<file path="config.mk">
export PLATFORM = sky130hd
export DESIGN_NAME = multicycle_ctrl_fsm
export DESIGN_NICKNAME = d
export VERILOG_FILES = /design/src/rtl/cpu16_ctrl_pkg.sv /design/src/rtl/mem_wait_timer.sv /design/src/rtl/multicycle_ctrl_fsm.sv
export SDC_FILE = /design/constraint.sdc
export NUM_CORES = 1
export LEC_CHECK = 0
export ABC_AREA = 1
export CORE_UTILIZATION = 35
export CTS_CLUSTER_SIZE = 12
export DETAILED_ROUTE_END_ITERATION = 12
export GPL_ROUTABILITY_DRIVEN = 0
export PLACE_DENSITY = 0.56
export SETUP_SLACK_MARGIN = 0.02
export SYNTH_ARGS = -nofsm -noshare
export SYNTH_HDL_FRONTEND = slang
export SYNTH_HIERARCHICAL = 1
export SYNTH_SLANG_ARGS = --single-unit
</file>
<file path="constraint.sdc">
create_clock -name clk -period 2.3 [get_ports clk]
set_input_delay 0.46 -clock clk [delete_from_list [all_inputs] [get_ports clk]]
set_output_delay 0.46 -clock clk [all_outputs]
set_load 0.005 [all_outputs]
</file>
<file path="src/rtl/cpu16_ctrl_pkg.sv">
// rtl/cpu16_ctrl_pkg.sv - shared encodings for the cpu16 control path
package cpu16_ctrl_pkg;

  // FSM state encoding
  typedef logic [2:0] state_t;
  localparam state_t ST_IDLE   = 3'd0;
  localparam state_t ST_FETCH  = 3'd1;
  localparam state_t ST_DECODE = 3'd2;
  localparam state_t ST_EXEC   = 3'd3;
  localparam state_t ST_MEM    = 3'd4;
  localparam state_t ST_WB     = 3'd5;
  localparam state_t ST_HALT   = 3'd6;

  // Opcodes (IR[15:12])
  localparam logic [3:0] OP_ADD  = 4'h0;
  localparam logic [3:0] OP_SUB  = 4'h1;
  localparam logic [3:0] OP_AND  = 4'h2;
  localparam logic [3:0] OP_OR   = 4'h3;
  localparam logic [3:0] OP_ADDI = 4'h4;
  localparam logic [3:0] OP_LW   = 4'h5;
  localparam logic [3:0] OP_SW   = 4'h6;
  localparam logic [3:0] OP_BEQ  = 4'h7;
  localparam logic [3:0] OP_JMP  = 4'h8;
  localparam logic [3:0] OP_HLT  = 4'hF;

  // Next-PC select
  localparam logic [1:0] PCSRC_PC1    = 2'b00;
  localparam logic [1:0] PCSRC_BRANCH = 2'b01;
  localparam logic [1:0] PCSRC_JUMP   = 2'b10;

  // ALU operation select
  localparam logic [2:0] ALUOP_ADD = 3'b000;
  localparam logic [2:0] ALUOP_SUB = 3'b001;
  localparam logic [2:0] ALUOP_AND = 3'b010;
  localparam logic [2:0] ALUOP_OR  = 3'b011;

  // Instruction classes that steer the sequencing
  typedef enum logic [2:0] {
    CLS_RTYPE,
    CLS_ADDI,
    CLS_LW,
    CLS_SW,
    CLS_BEQ,
    CLS_JMP,
    CLS_HLT,
    CLS_ILLEGAL
  } op_class_e;

  function automatic op_class_e classify(input logic [3:0] op);
    op_class_e cls;
    case (op)
      OP_ADD, OP_SUB, OP_AND, OP_OR: cls = CLS_RTYPE;
      OP_ADDI:                       cls = CLS_ADDI;
      OP_LW:                         cls = CLS_LW;
      OP_SW:                         cls = CLS_SW;
      OP_BEQ:                        cls = CLS_BEQ;
      OP_JMP:                        cls = CLS_JMP;
      OP_HLT:                        cls = CLS_HLT;
      default:                       cls = CLS_ILLEGAL;
    endcase
    return cls;
  endfunction

  // Address arithmetic (ADDI/LW/SW) is an add; BEQ compares by subtracting
  function automatic logic [2:0] alu_op_for(input logic [3:0] op);
    logic [2:0] aop;
    case (op)
      OP_SUB, OP_BEQ: aop = ALUOP_SUB;
      OP_AND:         aop = ALUOP_AND;
      OP_OR:          aop = ALUOP_OR;
      default:        aop = ALUOP_ADD;
    endcase
    return aop;
  endfunction

endpackage

</file>
<file path="src/rtl/mem_wait_timer.sv">
// rtl/mem_wait_timer.sv - counts unanswered memory-request cycles and flags a hung bus
module mem_wait_timer #(
  parameter int MEM_TIMEOUT = 16
) (
  input  logic clk,
  input  logic proc_rst,
  input  logic clear,
  input  logic enable,
  output logic timeout
);

  localparam int CW = (MEM_TIMEOUT > 2) ? $clog2(MEM_TIMEOUT) : 1;

  logic [CW-1:0] count;

  // Timeout fires on the MEM_TIMEOUT-th waiting cycle; a ready in that cycle
  // drops enable, so the completing handshake wins over the error.
  assign timeout = enable && (count == CW'(MEM_TIMEOUT - 1));

  // Waiting-cycle counter; cleared whenever no request is outstanding
  always_ff @(posedge clk or posedge proc_rst) begin
    if (proc_rst) begin
      count <= '0;
    end else if (clear) begin
      count <= '0;
    end else if (enable && !timeout) begin
      count <= count + 1'b1;
    end
  end

endmodule

</file>
<file path="src/rtl/multicycle_ctrl_fsm.sv">
// rtl/multicycle_ctrl_fsm.sv - main control FSM of the 16-bit multi-cycle processor
module multicycle_ctrl_fsm
  import cpu16_ctrl_pkg::*;
#(
  parameter int OPW         = 4,
  parameter int MEM_TIMEOUT = 16,
  parameter int CNTW        = 16
) (
  input  logic            clk,
  input  logic            proc_rst,
  input  logic            run,
  input  logic [OPW-1:0]  opcode,
  input  logic            alu_zero,
  input  logic            mem_ready,
  output logic            mem_req,
  output logic            mem_we,
  output logic            iord,
  output logic            ir_write,
  output logic            pc_write,
  output logic [1:0]      pc_src,
  output logic [2:0]      alu_op,
  output logic            alu_src_b,
  output logic            reg_write,
  output logic            wb_sel,
  output logic            halted,
  output logic            bus_err,
  output logic            illegal_op,
  output logic [CNTW-1:0] instr_count
);

  state_t    state;
  state_t    state_nxt;
  op_class_e op_class;
  logic      retire;
  logic      wait_active;
  logic      mem_timeout;

  assign op_class = classify(opcode[3:0]);

  // A request is outstanding in exactly these two states
  assign wait_active = (state == ST_FETCH) || (state == ST_MEM);

  mem_wait_timer #(
    .MEM_TIMEOUT (MEM_TIMEOUT)
  ) u_wait_timer (
    .clk      (clk),
    .proc_rst (proc_rst),
    .clear    (!wait_active || mem_ready),
    .enable   (wait_active && !mem_ready),
    .timeout  (mem_timeout)
  );

  // Next-state selection; retire marks every return to FETCH that ends an instruction
  always_comb begin
    state_nxt = state;
    retire    = 1'b0;
    case (state)
      ST_IDLE: begin
        if (run) state_nxt = ST_FETCH;
      end
      ST_FETCH: begin
        if (mem_ready)        state_nxt = ST_DECODE;
        else if (mem_timeout) state_nxt = ST_HALT;
      end
      ST_DECODE: begin
        case (op_class)
          CLS_HLT:     state_nxt = ST_HALT;
          CLS_ILLEGAL: begin
            state_nxt = ST_FETCH;
            retire    = 1'b1;
          end
          default:     state_nxt = ST_EXEC;
        endcase
      end
      ST_EXEC: begin
        case (op_class)
          CLS_RTYPE, CLS_ADDI: state_nxt = ST_WB;
          CLS_LW, CLS_SW:      state_nxt = ST_MEM;
          default: begin
            state_nxt = ST_FETCH;
            retire    = 1'b1;
          end
        endcase
      end
      ST_MEM: begin
        if (mem_ready) begin
          if (op_class == CLS_LW) begin
            state_nxt = ST_WB;
          end else begin
            state_nxt = ST_FETCH;
            retire    = 1'b1;
          end
        end else if (mem_timeout) begin
          state_nxt = ST_HALT;
        end
      end
      ST_WB: begin
        state_nxt = ST_FETCH;
        retire    = 1'b1;
      end
      ST_HALT: state_nxt = ST_HALT;
      default: state_nxt = ST_IDLE;
    endcase
  end

  // State register, sticky bus error and retired-instruction counter
  always_ff @(posedge clk or posedge proc_rst) begin
    if (proc_rst) begin
      state       <= ST_IDLE;
      bus_err     <= 1'b0;
      instr_count <= '0;
    end else begin
      state <= state_nxt;
      if (mem_timeout) bus_err <= 1'b1;
      if (retire)      instr_count <= instr_count + 1'b1;
    end
  end

  // Datapath controls decoded from the current state and opcode
  always_comb begin
    mem_req    = 1'b0;
    mem_we     = 1'b0;
    iord       = 1'b0;
    ir_write   = 1'b0;
    pc_write   = 1'b0;
    pc_src     = PCSRC_PC1;
    alu_op     = ALUOP_ADD;
    alu_src_b  = 1'b0;
    reg_write  = 1'b0;
    wb_sel     = 1'b0;
    halted     = 1'b0;
    illegal_op = 1'b0;
    case (state)
      ST_FETCH: begin
        mem_req = 1'b1;
        if (mem_ready) begin
          ir_write = 1'b1;
          pc_write = 1'b1;
          pc_src   = PCSRC_PC1;
        end
      end
      ST_DECODE: begin
        illegal_op = (op_class == CLS_ILLEGAL);
      end
      ST_EXEC: begin
        alu_op    = alu_op_for(opcode[3:0]);
        alu_src_b = (op_class == CLS_ADDI) || (op_class == CLS_LW) || (op_class == CLS_SW);
        if (op_class == CLS_BEQ) begin
          pc_write = alu_zero;
          pc_src   = PCSRC_BRANCH;
        end else if (op_class == CLS_JMP) begin
          pc_write = 1'b1;
          pc_src   = PCSRC_JUMP;
        end
      end
      ST_MEM: begin
        mem_req = 1'b1;
        iord    = 1'b1;
        mem_we  = (op_class == CLS_SW);
      end
      ST_WB: begin
        reg_write = 1'b1;
        wb_sel    = (op_class == CLS_LW);
      end
      ST_HALT: begin
        halted = 1'b1;
      end
      default: ;
    endcase
  end

endmodule
</file>
## Word-level counts from Yosys, hierarchy flattened

Memories as Yosys holds them, arrays and structs flattened.
Cells that the tools add are included.

| storage, ports and cells | value |
|---|---|
| bits in registers | 24 |
| bits in latches | 0 |
| memory bits (writable) | 0 |
| memory bits (read-only) | 48 |
| input port bits | 9 |
| output and inout port bits | 32 |
| logic and storage cells | 77 |
| memories | 1 |

| operators by class | value |
|---|---|
| add/subtract/negate cells | 2 |
| multipliers | 0 |
| divide/modulo/power cells | 0 |
| order comparisons | 0 |
| equal/unequal tests | 19 |
| shift operators | 0 |
| muxes and demuxes | 33 |
| bitwise operators | 0 |
| reductions and logical operators | 18 |

Memories:

| memory | depth | width | read ports | clocked after memory_dff | write ports | RTL line | text |
|---|---|---|---|---|---|---|---|
| (no name shown) | 16 | 3 | 1 | 0 | 0 | cpu16_ctrl_pkg.sv:51 | `case (op)` |

Operators with widths:

| kind | count |
|---|---|
| 3-bit == test, second input constant | 7 |
| 3-bit case mux with 7 select lines | 1 |
| 16-bit by 1-bit adder with 16-bit output, second input constant | 1 |
| 1-bit two-way mux | 16 |
| 3-bit two-way mux | 5 |
| 3-bit by 2-bit == test with 1-bit output, second input constant | 4 |
| 3-bit case mux with 2 select lines | 2 |
| 4-bit by 2-bit == test with 1-bit output, second input constant | 2 |
| 2-bit two-way mux | 4 |
| 4-bit two-way mux | 2 |
| 2-bit OR reduction | 4 |
| 3-bit by 1-bit == test with 1-bit output, second input constant | 2 |
| 3-bit zero test | 2 |
| 2-bit case mux with 3 select lines | 1 |
| 4-bit by 1-bit adder with 4-bit output, second input constant | 1 |
| 4-bit by 1-bit == test with 1-bit output, second input constant | 1 |
| 4-bit by 3-bit == test with 1-bit output, second input constant | 1 |
| 4-bit == test, second input constant | 1 |
| 1-bit logical OR | 4 |
| 1-bit case mux with 4 select lines | 1 |
| 4-bit OR reduction | 1 |
| 1-bit logical AND | 3 |
| 1-bit zero test | 3 |
| 2-bit != test, second input constant | 1 |
| 2 further kinds | 2 |

## Logic depth before layout (Yosys ltp)

Gate-level depths: netlist (run 1).

| depth | value |
|---|---|
| word-level depth | 8 |
| mapped depth | 12 |

## By module

The synthesis (run 1) kept the hierarchy.

Modules (own cells, without submodules):

| module | instances | cells each | area an instance (um^2) | sequential area each (um^2) |
|---|---|---|---|---|
| multicycle_ctrl_fsm | 1 | 223 | 1614.0 | 500.5 |
| mem_wait_timer | 1 | 31 | 239.0 | 100.1 |

## Worst setup path before layout (run 1)

OpenSTA, ideal clock, no wires.

| timing | value |
|---|---|
| kind | input -> output |
| from | input opcode[0] |
| to | output illegal_op |
| arrival time | 1523 ps |
| slack | 317 ps |
| stages on the path | 9 |
| cell sequence | inv_1 ha_1 nand2_1 nand2_1 nand2_1 nor2_4 nand3_4 buf_2 inv_1 |

| between the ends | value |
|---|---|
| word-level cells in the longest chain between the ends | 3 |

Ends and longest elaborated chain:

| what | RTL line | text |
|---|---|---|
| from (decl) | multicycle_ctrl_fsm.sv:12 | `input logic [OPW-1:0] opcode,` |
| memory 16 x 3 bit | - |  |
| 3-bit == test | multicycle_ctrl_fsm.sv:143 | `illegal_op = (op_class == CLS_ILLEGAL);` |
| 1-bit two-way mux | multicycle_ctrl_fsm.sv:133 | `case (state)` |
| to (decl) | multicycle_ctrl_fsm.sv:27 | `output logic illegal_op,` |

No other way between the ends.

## Final worst setup path (run 1)

| timing | value |
|---|---|
| from | input opcode[0] |
| to | output pc_write |

| between the ends | value |
|---|---|
| word-level cells in the longest chain between the ends | 5 |

Ends and longest elaborated chain:

| what | RTL line | text |
|---|---|---|
| memory 16 x 3 bit * | - |  |
| 3-bit == test | multicycle_ctrl_fsm.sv:151 | `end else if (op_class == CLS_JMP) begin` |
| 1-bit two-way mux | multicycle_ctrl_fsm.sv:151 |  |
| 1-bit two-way mux * | multicycle_ctrl_fsm.sv:148 | `if (op_class == CLS_BEQ) begin` |
| 1-bit case mux with 2 select lines * | multicycle_ctrl_fsm.sv:133 |  |
| to (decl) | multicycle_ctrl_fsm.sv:19 | `output logic pc_write,` |

Every way passes the cells marked *; elsewhere a longest branch is shown, timed or not.

==> results of run 1 <==
[area by class of cell]
cell class | instances | area (µm²) | share of cell area [%]
multi-input combinational | 195 | 1170 | 44.4
sequential | 24 | 602 | 22.8
timing repair buffer | 66 | 587 | 22.3
inverter | 30 | 116 | 4.42
tap | 70 | 87.6 | 3.32
clock buffer | 3 | 41.3 | 1.57
clock inverter | 1 | 30.0 | 1.14
[worst reg2reg max path: cells and delay by family (launching register included)]
| family | cells | cell delay, ns |
|---|---|---|
| buffers and inverters | 4 | 0.38 |
| AND/OR/NAND/NOR | 5 | 0.61 |
| flip-flops | 1 | 0.45 |
| AO/OA/AOI/OAI | 3 | 0.24 |
[per-stage QoR]
step	util [%]	setup WS, ns	total power, W	instance area (µm²)	cells
floorplan	-	0.317	0.00112	1850	254
global placement	48.4	-0.566	0.00146	2470	381
detailed placement	48.4	-0.566	0.00147	2470	381
CTS	51.0	0.0219	0.00187	2610	388
global route	51.6	0.000126	0.00202	2640	389
finish	51.6	0.0602	0.00188	2640	389
[layer usage]
layer  vias to the layer above  GRT usage (%)  wire length, µm
li1                        956              -                -
met1                       889           22.3             2090
met2                        39           34.8             2590
met3                         2           2.95              121
met4                         0           5.66               22
met5                         -              0                0
[power groups by stage]
| stage | Sequential [W] | Combinational, W | Clock [W] |
|---|---|---|---|
| 2_1_floorplan | 0.000566 | 0.000556 | 0 |
| 3_3_place_gp | 0.000578 | 0.000883 | 0 |
| 3_5_place_dp | 0.000579 | 0.000886 | 0 |
| 4_1_cts | 0.000572 | 0.000901 | 0.000396 |
| 5_1_grt | 0.000589 | 0.00101 | 0.000416 |
| 6_report | 0.000576 | 0.000912 | 0.000393 |
[sequential cells by signal (all words and copies together), names as in the netlist]
| signal | count |
|---|---|
| bus_err | 1 |
| state | 3 |
| u_wait_timer/count | 4 |
| instr_count | 16 |
[cells by family after synthesis]
kind of cell,count (synthesis)
other,1
XOR/XNOR,13
flip-flops,24
buffers and inverters,35
adder cells (fa/ha/maj),6
AND/OR/NAND/NOR,162
AO/OA/AOI/OAI,13
[path summary, 6_finish.rpt]
check	start	slack (ns)	cells after the start	to
min in group clk	bus_err$_DFFE_PP0P_	0.49	1	bus_err$_DFFE_PP0P_
worst min-delay path	proc_rst	0.38	2	u_wait_timer/count[2]$_DFFE_PP0P_
worst max register to register	state[1]$_DFFE_PP0P_	0.52	12	state[0]$_DFFE_PP0P_
max in group asynchronous	proc_rst	1.54	3	state[0]$_DFFE_PP0P_
worst max-delay path	opcode[0]	0.06	11	pc_write
worst min register to register	bus_err$_DFFE_PP0P_	0.49	1	bus_err$_DFFE_PP0P_
[cell usage after synthesis, types with 2 or more instances]
cell     instances  share of area (%)
a21oi_1          6                1.6
buf_2            3               0.81
dfrtp_1         24                 32
ha_1             6                4.1
inv_1           21                4.3
inv_2            8                1.6
nand2_1         65                 13
nand2_2         15                5.1
nand3_1         19                5.1
nand3_2          3                1.6
nand3_4          3                2.8
nand4_1         20                6.8
nor2_1          25                5.1
nor2_4           2                1.2
nor3_1           3               0.81
o21ai_0          3               0.81
o21ai_1          2               0.54
xnor2_1          8                3.8
xor2_1           5                2.4
[timing repair]
item                                    4_1_cts  5_1_grt
gates cloned                                  0        0
pin swaps                                     7        2
endpoints found under the setup margin       10        7
setup buffers                                 3        1
gates resized for setup                      30        9
==> metrics, run 1 <==
vias per std cell=4.85; clock power share=20.9%; Routed Antenna Nets=0; Area growth, synth to finish=42.2%; largest net degree at the start of global routing=21; Ant. Diodes=0; CTS Buffer Depth=2; initial core utilization=36.3%; Remaining Overflow, GRT=0; Worst path most repeated cell=nor2_1; CTS Buf Count=3; Seq cells post-synth=24; Yosys Warn Count=6; largest family of logic cells by synthesized area=simple AND/OR/NAND/NOR gates; total global-route track usage=18.8%; worst hold path class=input pin to async pin; WP data required=1.84 ns; Final Max Tran Viols=0; sequential fraction of design power=30.6%; Post-Synth Adder-Cell Area=4.05%; CTS tree=yes; number of DRC markers after the initial detailed-route iteration=73; Sw Pwr=0.000761 W; Post-Route WL=4.82 mm; asr flop ratio synth=100%; share of cells above drive strength 1=26.0%; Post-synth top flop=dfrtp_1; Yosys cell types=32; die width=74.8 µm; Root Buffer=clkbuf_8; Die Ht=74.8 µm; compound-cell area share of the yosys netlist=3.85%; Sw Ratio=40.4%; status=finished clean; global-route wire length before repair=7.98 mm; Synth Area in XOR/XNOR=6.14%; setup_tns=0 ns; Vias=1886; worst hold slack=0.380 ns; Power Density=714 mW/mm²; CP max stage cell=dlygate4sd2_1; critical path type=input pin to primary output; commonest non-fill, non-tap cells in the layout=nand2_1 (61), clkdlybuf4s50_1 (26), buf_4 (26), dfrtp_1 (23), nor2_1 (22); Placeable Area=0.00511 mm²; proportion of power drawn by combinational gates=48.5%; final setup violating endpoints=0; Cells after Synth=254; IO Port Bufs=39; sequential area share after synthesis=32.4%; period utilisation layout=97.4%; critical path fanouts, max=4; DRC Markers=0; IR drop worst, VDD=0.373 mV; Worst setup SP type=input pin; internal power=0.00112 W; Hold Fails Final Rpt=0; crit path buf inv count=3; mux cell area share after synthesis=0%; Clock Sinks=24; Mapped Nets=269; crit-path max cell delay=0.24 ns; leading cell type in the layout, fill and taps excluded=nand2_1; router iterations before antenna repair=4; crit-path leading delay family=buffers and inverters; EDFF count, synth=0; hold_buf cts=0; syn_area_per_cell=7.30 µm²; Leak=1.29 nW; htree depth=1; clk_lat worst skew=0.27 ns; Rows=26; I/O pin cnt=41; RSZ-0062 raised after global routing=true; DPL Wire Length=3.50 mm; Mapped Area=0.00185 mm²; Critical Path AT=1.78 ns; initial antenna violation count=0; Routed WL per cell=12.4 µm; Cell Chain, Critical Path=dlygate4sd2_1, buf_4, ha_4, nand2_4, nor2_1, a21oi_2, nand3_2, nor2_2, nor2_1, nand2_1, clkdlybuf4s15_1; nets=335; Worst Clk Skew=0.00491 ns; endpoint class of the critical path=primary output; Fmax=446 MHz; full die area=0.00559 mm²; vias in the first global route=1751; clock slew at reported path FFs=0.10 ns; Fillers=530; Post-Synth Simple-Gate Area=44.9%; Max Cap Viol=0; Period minus WS final=2.24 ns
Power figures use the tool's default switching activity.
==> run 2, diff against run 1 <==
- DONT_BUFFER_PORTS: default -> 1
- PLACE_DENSITY: 0.56 -> 0.46
==> run 2 against run 1 <==
Effect of this change: wire length decreased by 12%; sequential share of layout area is 7.2 points higher; clock power fell by 3%; sequential power rose by 1%; largest power group unchanged; critical endpoint unchanged.
==> metrics, run 2 (synthesis gave the netlist of run 1 again) <==
met1 Use GR=20.6% (-1.8 points); Most Used Layer, Global Route=met2; Worst Reg-to-Reg Cells=12 (unchanged); R2R Setup Slk=0.47 ns (-0.05 ns); period utilisation layout=90.4% (-7.0 points); IO Port Bufs=0 (-100%); met2 usage=29.0% (-5.8 points); worst hold slack=0.212 ns (-0.168 ns); Die Ht=74.8 µm (unchanged); DRC Markers=0 (unchanged); Remaining Overflow, GRT=0 (unchanged); largest net degree at the start of global routing=21 (unchanged); Routed WL per cell=13.0 µm (+5.1%); Hold Fails Final Rpt=0 (unchanged); setup_tns=0 ns (unchanged); RSZ-0062 raised after global routing=false; number of DRC markers after the initial detailed-route iteration=69 (-5.5%); Fmax=481 MHz (+7.7%); Routed Antenna Nets=0 (unchanged); die width=74.8 µm (unchanged); htree depth=1 (unchanged); status=finished clean; Regs by FF count=instr_count: 16 flops, u_wait_timer/count: 4 flops, state: 3 flops; Post-Route WL=4.26 mm (-12%); worst r2r src=state[1]$_DFFE_PP0P_; commonest non-fill, non-tap cells in the layout=nand2_1 (65), nor2_1 (25), dfrtp_1 (24), inv_1 (21), nand4_1 (20); global-route wire length before repair=7.14 mm (-11%); max reg flops=16 (unchanged); Leak=0.985 nW (-24%); Max Cap Viol=0 (unchanged); IR drop worst, VDD=0.401 mV (+7.6%); worst hold path class=input pin to async pin; Final Max Tran Viols=0 (unchanged); Worst slew margin=47.3%; CTS Buffer Depth=2 (unchanged); CTS Buf Count=3 (unchanged); Placeable Area=0.00511 mm² (unchanged); reg-to-reg critical path endpoint=state[0]$_DFFE_PP0P_; share of cells above drive strength 1=16.7% (-9.3 points); nets=273 (-19%); final setup violating endpoints=0 (unchanged); full die area=0.00559 mm² (unchanged); Vias=1616 (-14%); endpoint class of the critical path=primary output; total global-route track usage=16.5% (-2.4 points); clk_lat worst skew=0.27 ns (about the same); GR Util met3=2.54% (-0.40 points); vias per std cell=4.94 (+1.9%); Period minus WS final=2.08 ns (-0.161 ns); WP data required=1.84 ns (about the same); Critical Path AT=1.62 ns (-0.16 ns); router iterations before antenna repair=5 (+1); Worst setup SP type=flip-flop; I/O pin cnt=41 (unchanged); Ant. Diodes=0 (unchanged); Tightest Pin Transition=0.789 ns; leading cell type in the layout, fill and taps excluded=nand2_1; clock slew at reported path FFs=0.09 ns (about the same); Top reg by flops=instr_count; critical path type=flip-flop to primary output; vias in the first global route=1582 (-9.7%); PnR Total Power=0.00159 W (-15%); Clock Sinks=24 (unchanged); initial core utilization=36.3% (unchanged); Root Buffer=clkbuf_8; Power Density=794 mW/mm² (+11%); DPL Wire Length=3.24 mm (-7.5%); initial antenna violation count=0 (unchanged); Worst Clk Skew=0.00258 ns (-0.00233 ns); Rows=26 (unchanged); Area growth, synth to finish=8.04%; CTS tree=yes; critical path fanouts, max=6 (+2)
run 2: power breakdown:
group / switching [W] / internal [W]
logic: 0.000428 / 0.000199
registers: 0.000101 / 0.000481
clock network: 0.000148 / 0.000233
run 2: how the worst max path moves through the flow:
stage | startpoint | slack [ns] | end | cells past startpoint
2_1_floorplan | opcode[0] | 0.32 | illegal_op | 9
3_3_place_gp | opcode[0] | 0.34 | pc_write | 9
3_5_place_dp | opcode[0] | 0.33 | pc_write | 9
4_1_cts | state[2]$_DFFE_PP0P_ | 0.20 | pc_write | 6
5_1_grt | state[2]$_DFFE_PP0P_ | 0.11 | pc_write | 6
6_report | state[2]$_DFFE_PP0P_ | 0.22 | pc_write | 6
run 2: through the flow:
| stage | setup WS, ns | util (%) | area [µm²] | std cells |
|---|---|---|---|---|
| after floorplan | 0.317 | - | 1850 | 254 |
| after global placement | 0.336 | 37.6 | 1920 | 322 |
| after detailed placement | 0.331 | 37.6 | 1920 | 322 |
| after CTS | 0.203 | 39.2 | 2000 | 327 |
| after global routing | 0.106 | 39.2 | 2000 | 327 |
| final | 0.221 | 39.2 | 2000 | 327 |
run 2: what timing repair did:
item                                   4_1_cts  5_1_grt
hold buffers                                 1        0
endpoints found under the hold margin        4        0
buffers inserted                             0        0
gates resized for setup                      0        0
run 2: area by class of cell:
| type | count | area, µm² |
|---|---|---|
| Multi-Input combinational cell | 195 | 1100 |
| Clock inverter | 1 | 30.0 |
| Timing Repair Buffer | 4 | 32.5 |
| Sequential cell | 24 | 601 |
| Inverter | 30 | 114 |
| Fill cell | 542 | 3110 |
| Clock buffer | 3 | 41.3 |
| Tap cell | 70 | 87.6 |
run 2: metal layers:
| metal | wire length (µm) | part of all wire, % | up-vias |
|---|---|---|---|
| met3 | 243 | 5.7 | 6 |
| met1 | 1880 | 44 | 728 |
| li1 | - | - | 827 |
| met2 | 2090 | 49 | 55 |
| met5 | 0 | 0 | - |
| met4 | 46 | 1.1 | 0 |
run 2: worst max-delay path, stage by stage, from the launching register on:
cell	delay (ns)
dfrtp_1	0.44
inv_2	0.14
nand3_2	0.14
nor2_1	0.26
and3_1	0.24
nand2_1	0.06
nand2_1	0.07
